File: src/rtl/operand_fetch_unit.sv
// Register bank with registered dual-operand read port, write-to-read bypass,
// per-register reservation scoreboard and valid/ready handshake toward the ALU.
module operand_fetch_unit #(
    parameter int unsigned DATA_WIDTH = 16,
    parameter int unsigned NUM_REGS   = 16,
    parameter int unsigned ADDR_WIDTH = 4,
    parameter bit          ZERO_R0    = 1'b0
) (
    input  logic                  Clk,
    input  logic                  Reset,
    input  logic                  WrEn,
    input  logic [ADDR_WIDTH-1:0] WrAddr,
    input  logic [DATA_WIDTH-1:0] WrData,
    input  logic                  ResvEn,
    input  logic [ADDR_WIDTH-1:0] ResvAddr,
    input  logic                  RdValid,
    output logic                  RdReady,
    input  logic [ADDR_WIDTH-1:0] RdAddrA,
    input  logic [ADDR_WIDTH-1:0] RdAddrB,
    output logic                  OpValid,
    input  logic                  OpReady,
    output logic [DATA_WIDTH-1:0] OpA,
    output logic [DATA_WIDTH-1:0] OpB,
    output logic [NUM_REGS-1:0]   Pending
);

    logic [DATA_WIDTH-1:0] regs_q [NUM_REGS];
    logic [NUM_REGS-1:0]   pending_q, pending_d;
    logic [NUM_REGS-1:0]   wr_sel;
    logic [DATA_WIDTH-1:0] val_a, val_b;
    logic                  blk_a, blk_b;
    logic                  hazard, rd_ready, accept;
    logic                  op_valid_q;
    logic [DATA_WIDTH-1:0] op_a_q, op_b_q;

    function automatic logic is_hardwired(input int unsigned idx);
        return ZERO_R0 && (idx == 0);
    endfunction

    // Out-of-range and hardwired-zero addresses never match any slot, so they
    // are dropped on write, read back as zero and can never be reserved.
    always_comb begin
        wr_sel = '0;
        for (int unsigned i = 0; i < NUM_REGS; i++) begin
            if (WrEn && WrAddr == ADDR_WIDTH'(i) && !is_hardwired(i)) begin
                wr_sel[i] = 1'b1;
            end
        end
    end

    always_comb begin
        val_a = '0;
        val_b = '0;
        blk_a = 1'b0;
        blk_b = 1'b0;
        for (int unsigned i = 0; i < NUM_REGS; i++) begin
            if (RdAddrA == ADDR_WIDTH'(i) && !is_hardwired(i)) begin
                val_a = wr_sel[i] ? WrData : regs_q[i];
                blk_a = pending_q[i] && !wr_sel[i];
            end
            if (RdAddrB == ADDR_WIDTH'(i) && !is_hardwired(i)) begin
                val_b = wr_sel[i] ? WrData : regs_q[i];
                blk_b = pending_q[i] && !wr_sel[i];
            end
        end
    end

    assign hazard   = blk_a || blk_b;
    assign rd_ready = (!op_valid_q || OpReady) && !hazard;
    assign accept   = RdValid && rd_ready;

    // A reservation on the accept edge overrides a same-edge write clear.
    always_comb begin
        pending_d = pending_q;
        for (int unsigned i = 0; i < NUM_REGS; i++) begin
            if (wr_sel[i]) begin
                pending_d[i] = 1'b0;
            end
            if (accept && ResvEn && ResvAddr == ADDR_WIDTH'(i) && !is_hardwired(i)) begin
                pending_d[i] = 1'b1;
            end
        end
    end

    always_ff @(posedge Clk or negedge Reset) begin
        if (!Reset) begin
            for (int unsigned i = 0; i < NUM_REGS; i++) begin
                regs_q[i] <= '0;
            end
            pending_q <= '0;
        end else begin
            for (int unsigned i = 0; i < NUM_REGS; i++) begin
                if (wr_sel[i]) begin
                    regs_q[i] <= WrData;
                end
            end
            pending_q <= pending_d;
        end
    end

    always_ff @(posedge Clk or negedge Reset) begin
        if (!Reset) begin
            op_valid_q <= 1'b0;
            op_a_q     <= '0;
            op_b_q     <= '0;
        end else if (accept) begin
            op_valid_q <= 1'b1;
            op_a_q     <= val_a;
            op_b_q     <= val_b;
        end else if (OpReady) begin
            op_valid_q <= 1'b0;
        end
    end

    assign RdReady = rd_ready;
    assign OpValid = op_valid_q;
    assign OpA     = op_a_q;
    assign OpB     = op_b_q;
    assign Pending = pending_q;

endmodule
File: config.mk
export PLATFORM = sky130hd
export DESIGN_NAME = operand_fetch_unit
export DESIGN_NICKNAME = d
export VERILOG_FILES = /design/src/rtl/operand_fetch_unit.sv
export SDC_FILE = /design/constraint.sdc
export NUM_CORES = 1
export LEC_CHECK = 0
export CORE_MARGIN = 5
export CORE_UTILIZATION = 60
export DETAILED_ROUTE_END_ITERATION = 6
export PLACE_DENSITY_LB_ADDON = 0.08
export REMOVE_ABC_BUFFERS = 1
export SYNTH_ARGS = -nofsm -noshare
export SYNTH_HDL_FRONTEND = slang
export SYNTH_SLANG_ARGS = --single-unit
File: constraint.sdc
create_clock -name Clk -period 5.7 [get_ports Clk]
set_clock_uncertainty 0.15 [all_clocks]
set_input_delay 1.14 -clock Clk [delete_from_list [all_inputs] [get_ports Clk]]
set_output_delay 1.14 -clock Clk [all_outputs]
set_load 0.01 [all_outputs]
==> flow_metrics.py <==
metrics = {
    "status": {
        "outcome": "complete, no violations",
    },
    "clock_tree": {
        "clkTransAtPathRegs_ns": 0.05,
        "root_buffer": "clkbuf_16",
        "ctsResizeCount": 0,
        "cts_tree": "built",
        "cts_hold_buf": 0,
        "clk_latency_ns": 0.51,
        "cts_made_buffers": 35,
        "cts_sinks": 305,
        "ctsHtreeMaxLevel": 2,
        "clockBufferDepth": 3,
        "post-cts-setup-buffers": 0,
    },
    "logic_synthesis": {
        "ys_types": 76,
        "synth.avg_cell_area_um2": 9.90,
        "ys_ff_latch": 305,
        "synth_warnings": 0,
        "netlist_instances": 1680,
        "synth-edff-count": 0,
        "synth_area_um2": 16600,
        "synthArstFlopShare_pct": 100,
        "yosysSeqAreaShare_pct": 45.9,
        "synth_flop_cell": "dfrtp_1",
    },
    "power": {
        "p_leak_nw": 9.00,
        "irDropWorstVdd_uv": 367,
        "cellPowerDensity_nw_per_um2": 358,
        "power_mw": 7.02,
    },
    "placement": {
        "dp_slack_ns": 0.308,
        "gp_congestion": 1.07,
        "dp_hpwl_um": 48500,
        "numPortBuffers": 87,
    },
    "sta": {
        "post-route-period-util_pct": 95.4,
        "maxSlewViolCount": 0,
        "timing.final.ws_setup_ns": 0.265,
        "max_freq_mhz": 184,
        "slew_headroom_pct": 31.9,
        "hold_viol_final": 0,
        "rsz0062_at_grt": "no",
        "tightest_slew_ns": 1.02,
        "setup_tns_ns": 0,
        "finalSetupViolations": 0,
        "period_needed_ns": 5.44,
        "hold_slack_ns": 0.326,
    },
    "hold_path": {
        "hold_class": "flip-flop to flip-flop",
    },
    "floorplan": {
        "coreArea_um2": 27600,
        "io-pin-count": 88,
        "start_util_pct": 60.3,
        "die_y_um": 176,
        "die_w_um": 176,
        "core.rowCount": 61,
        "dieArea_um2": 31100,
    },
    "worst_setup_path": {
        "cp.arrival_ns": 4.15,
        "startpoint_type": "primary input",
        "path_class": "primary input to output port",
        "worstPathMaxFanout": 11,
        "end_kind": "output port",
        "cp_data_required_time_ns": 4.41,
    },
    "route": {
        "drc_errors": 0,
        "avgViaCountPerCell": 7.07,
        "num_vias": 15600,
        "ant_nets": 0,
        "drt_first_iter_violations": 2612,
        "drt-total-wl_um": 68100,
        "routedWlPerCell_um": 30.8,
        "drt_pass1_iterations": 6,
    },
    "global_route": {
        "grt_pass1_wl_um": 100000,
        "track_usage_pct": 43.1,
        "grt_max_degree": 140,
        "overflow": 0,
        "antenna_found_initial": 3,
        "grt_pass1_vias": 15300,
    },
    "final_layout": {
        "final_cell_mix": "dfrtp_1, mux2i_1, inv_1",
        "area_delta_synth_final_pct": 17.8,
        "layout-drive-gt1-share_pct": 17.2,
        "nets": 1847,
        "layout_commonest_cell": "dfrtp_1",
    },
    "run": {
        "cap_violations": 0,
    },
}
## registers in the layout (all words and copies together), names as in the netlist
name / cells
OpA: 16
OpB: 16
regs_q: 256
OpValid: 1
Pending: 16
## where the power goes
group | leakage, nW | switching [mW] | internal [mW]
clock network | 0.531 | 0.917 | 1.25
registers | 3.78 | 0.198 | 2.68
logic | 4.69 | 1.18 | 0.787
## cells by family after synthesis
group / Yosys count / share of synthesized area [%]
AO/OA/AOI/OAI: 479 / 19.7
multiplexers: 281 / 18.2
AND/OR/NAND/NOR: 330 / 9.49
buffers and inverters: 285 / 6.68
flip-flops: 305 / 45.9
## area by class of cell
| type | instances | area, um^2 |
|---|---|---|
| diodes | 1 | 2.50 |
| clock buffers | 53 | 1030 |
| clock inverters | 8 | 52.6 |
| fillers | 2112 | 7970 |
| inverters | 172 | 646 |
| multi-input cells | 1090 | 7940 |
| flip-flops and latches | 305 | 7630 |
| well taps | 378 | 473 |
| repair buffers | 205 | 1800 |
## final timing paths
check / startpoint / slack [ns] / cells after the start / endpoint
max in group asynchronous: Reset / 3.53 / 2 / regs_q[77]
setup / recovery: WrEn / 0.26 / 8 / RdReady
min in group asynchronous: Reset / 0.47 / 1 / regs_q[187]
hold / removal: OpB[1] / 0.33 / 1 / OpB[1]
hold reg to reg: OpB[1] / 0.33 / 1 / OpB[1]
setup reg to reg: regs_q[183] / 3.10 / 6 / OpB[7]
## critical path, cell delays in order
cell and delay, ns:
clkdlybuf4s50_1 0.69, or3b_2 0.51, o21ai_0 0.38, a21oi_1 0.16, o221a_2 0.28, o2bb2ai_1 0.23, o21a_1 0.20, clkdlybuf4s50_1 0.54
## layer usage
layer	vias up	GRT usage, %	part of all wire (%)
li1	6381	-	-
met1	7596	58.6	37
met2	1327	62.9	42
met3	341	12.9	14
met4	4	22.2	6.8
met5	-	0	0.070
## per-stage QoR
stage | cells | utilization [%] | instance area (um^2)
detailed placement | 2150 | 67.1 | 18500
global route | 2211 | 71.1 | 19600
floorplan | 1567 | - | 16200
global placement | 2150 | 67.1 | 18500
finish | 2212 | 71.1 | 19600
CTS | 2211 | 71.1 | 19600
## cells in the mapped netlist, types with 6 or more instances
master | n | area [um^2]
a211oi_1 | 17 | 128
a21oi_1 | 88 | 440
a221o_1 | 6 | 60.1
a221oi_1 | 23 | 201
a22o_1 | 10 | 87.6
a22oi_1 | 38 | 285
a31oi_1 | 11 | 68.8
buf_1 | 14 | 52.6
buf_2 | 12 | 60.1
clkbuf_1 | 83 | 312
dfrtp_1 | 305 | 7630
inv_1 | 169 | 634
mux2_2 | 105 | 1180
mux2i_1 | 169 | 1690
nand2_1 | 113 | 424
nand2b_1 | 14 | 87.6
nand3_1 | 22 | 110
nor2_1 | 87 | 327
nor2b_1 | 10 | 62.6
nor3_1 | 38 | 190
o211ai_1 | 24 | 180
o21a_1 | 6 | 45.0
o21ai_0 | 76 | 380
o221ai_1 | 20 | 175
o22ai_1 | 67 | 419
o2bb2ai_1 | 13 | 114
o31a_1 | 6 | 52.6
o31ai_1 | 19 | 143
o41ai_1 | 8 | 70.1
Power figures use the tool's default switching activity.
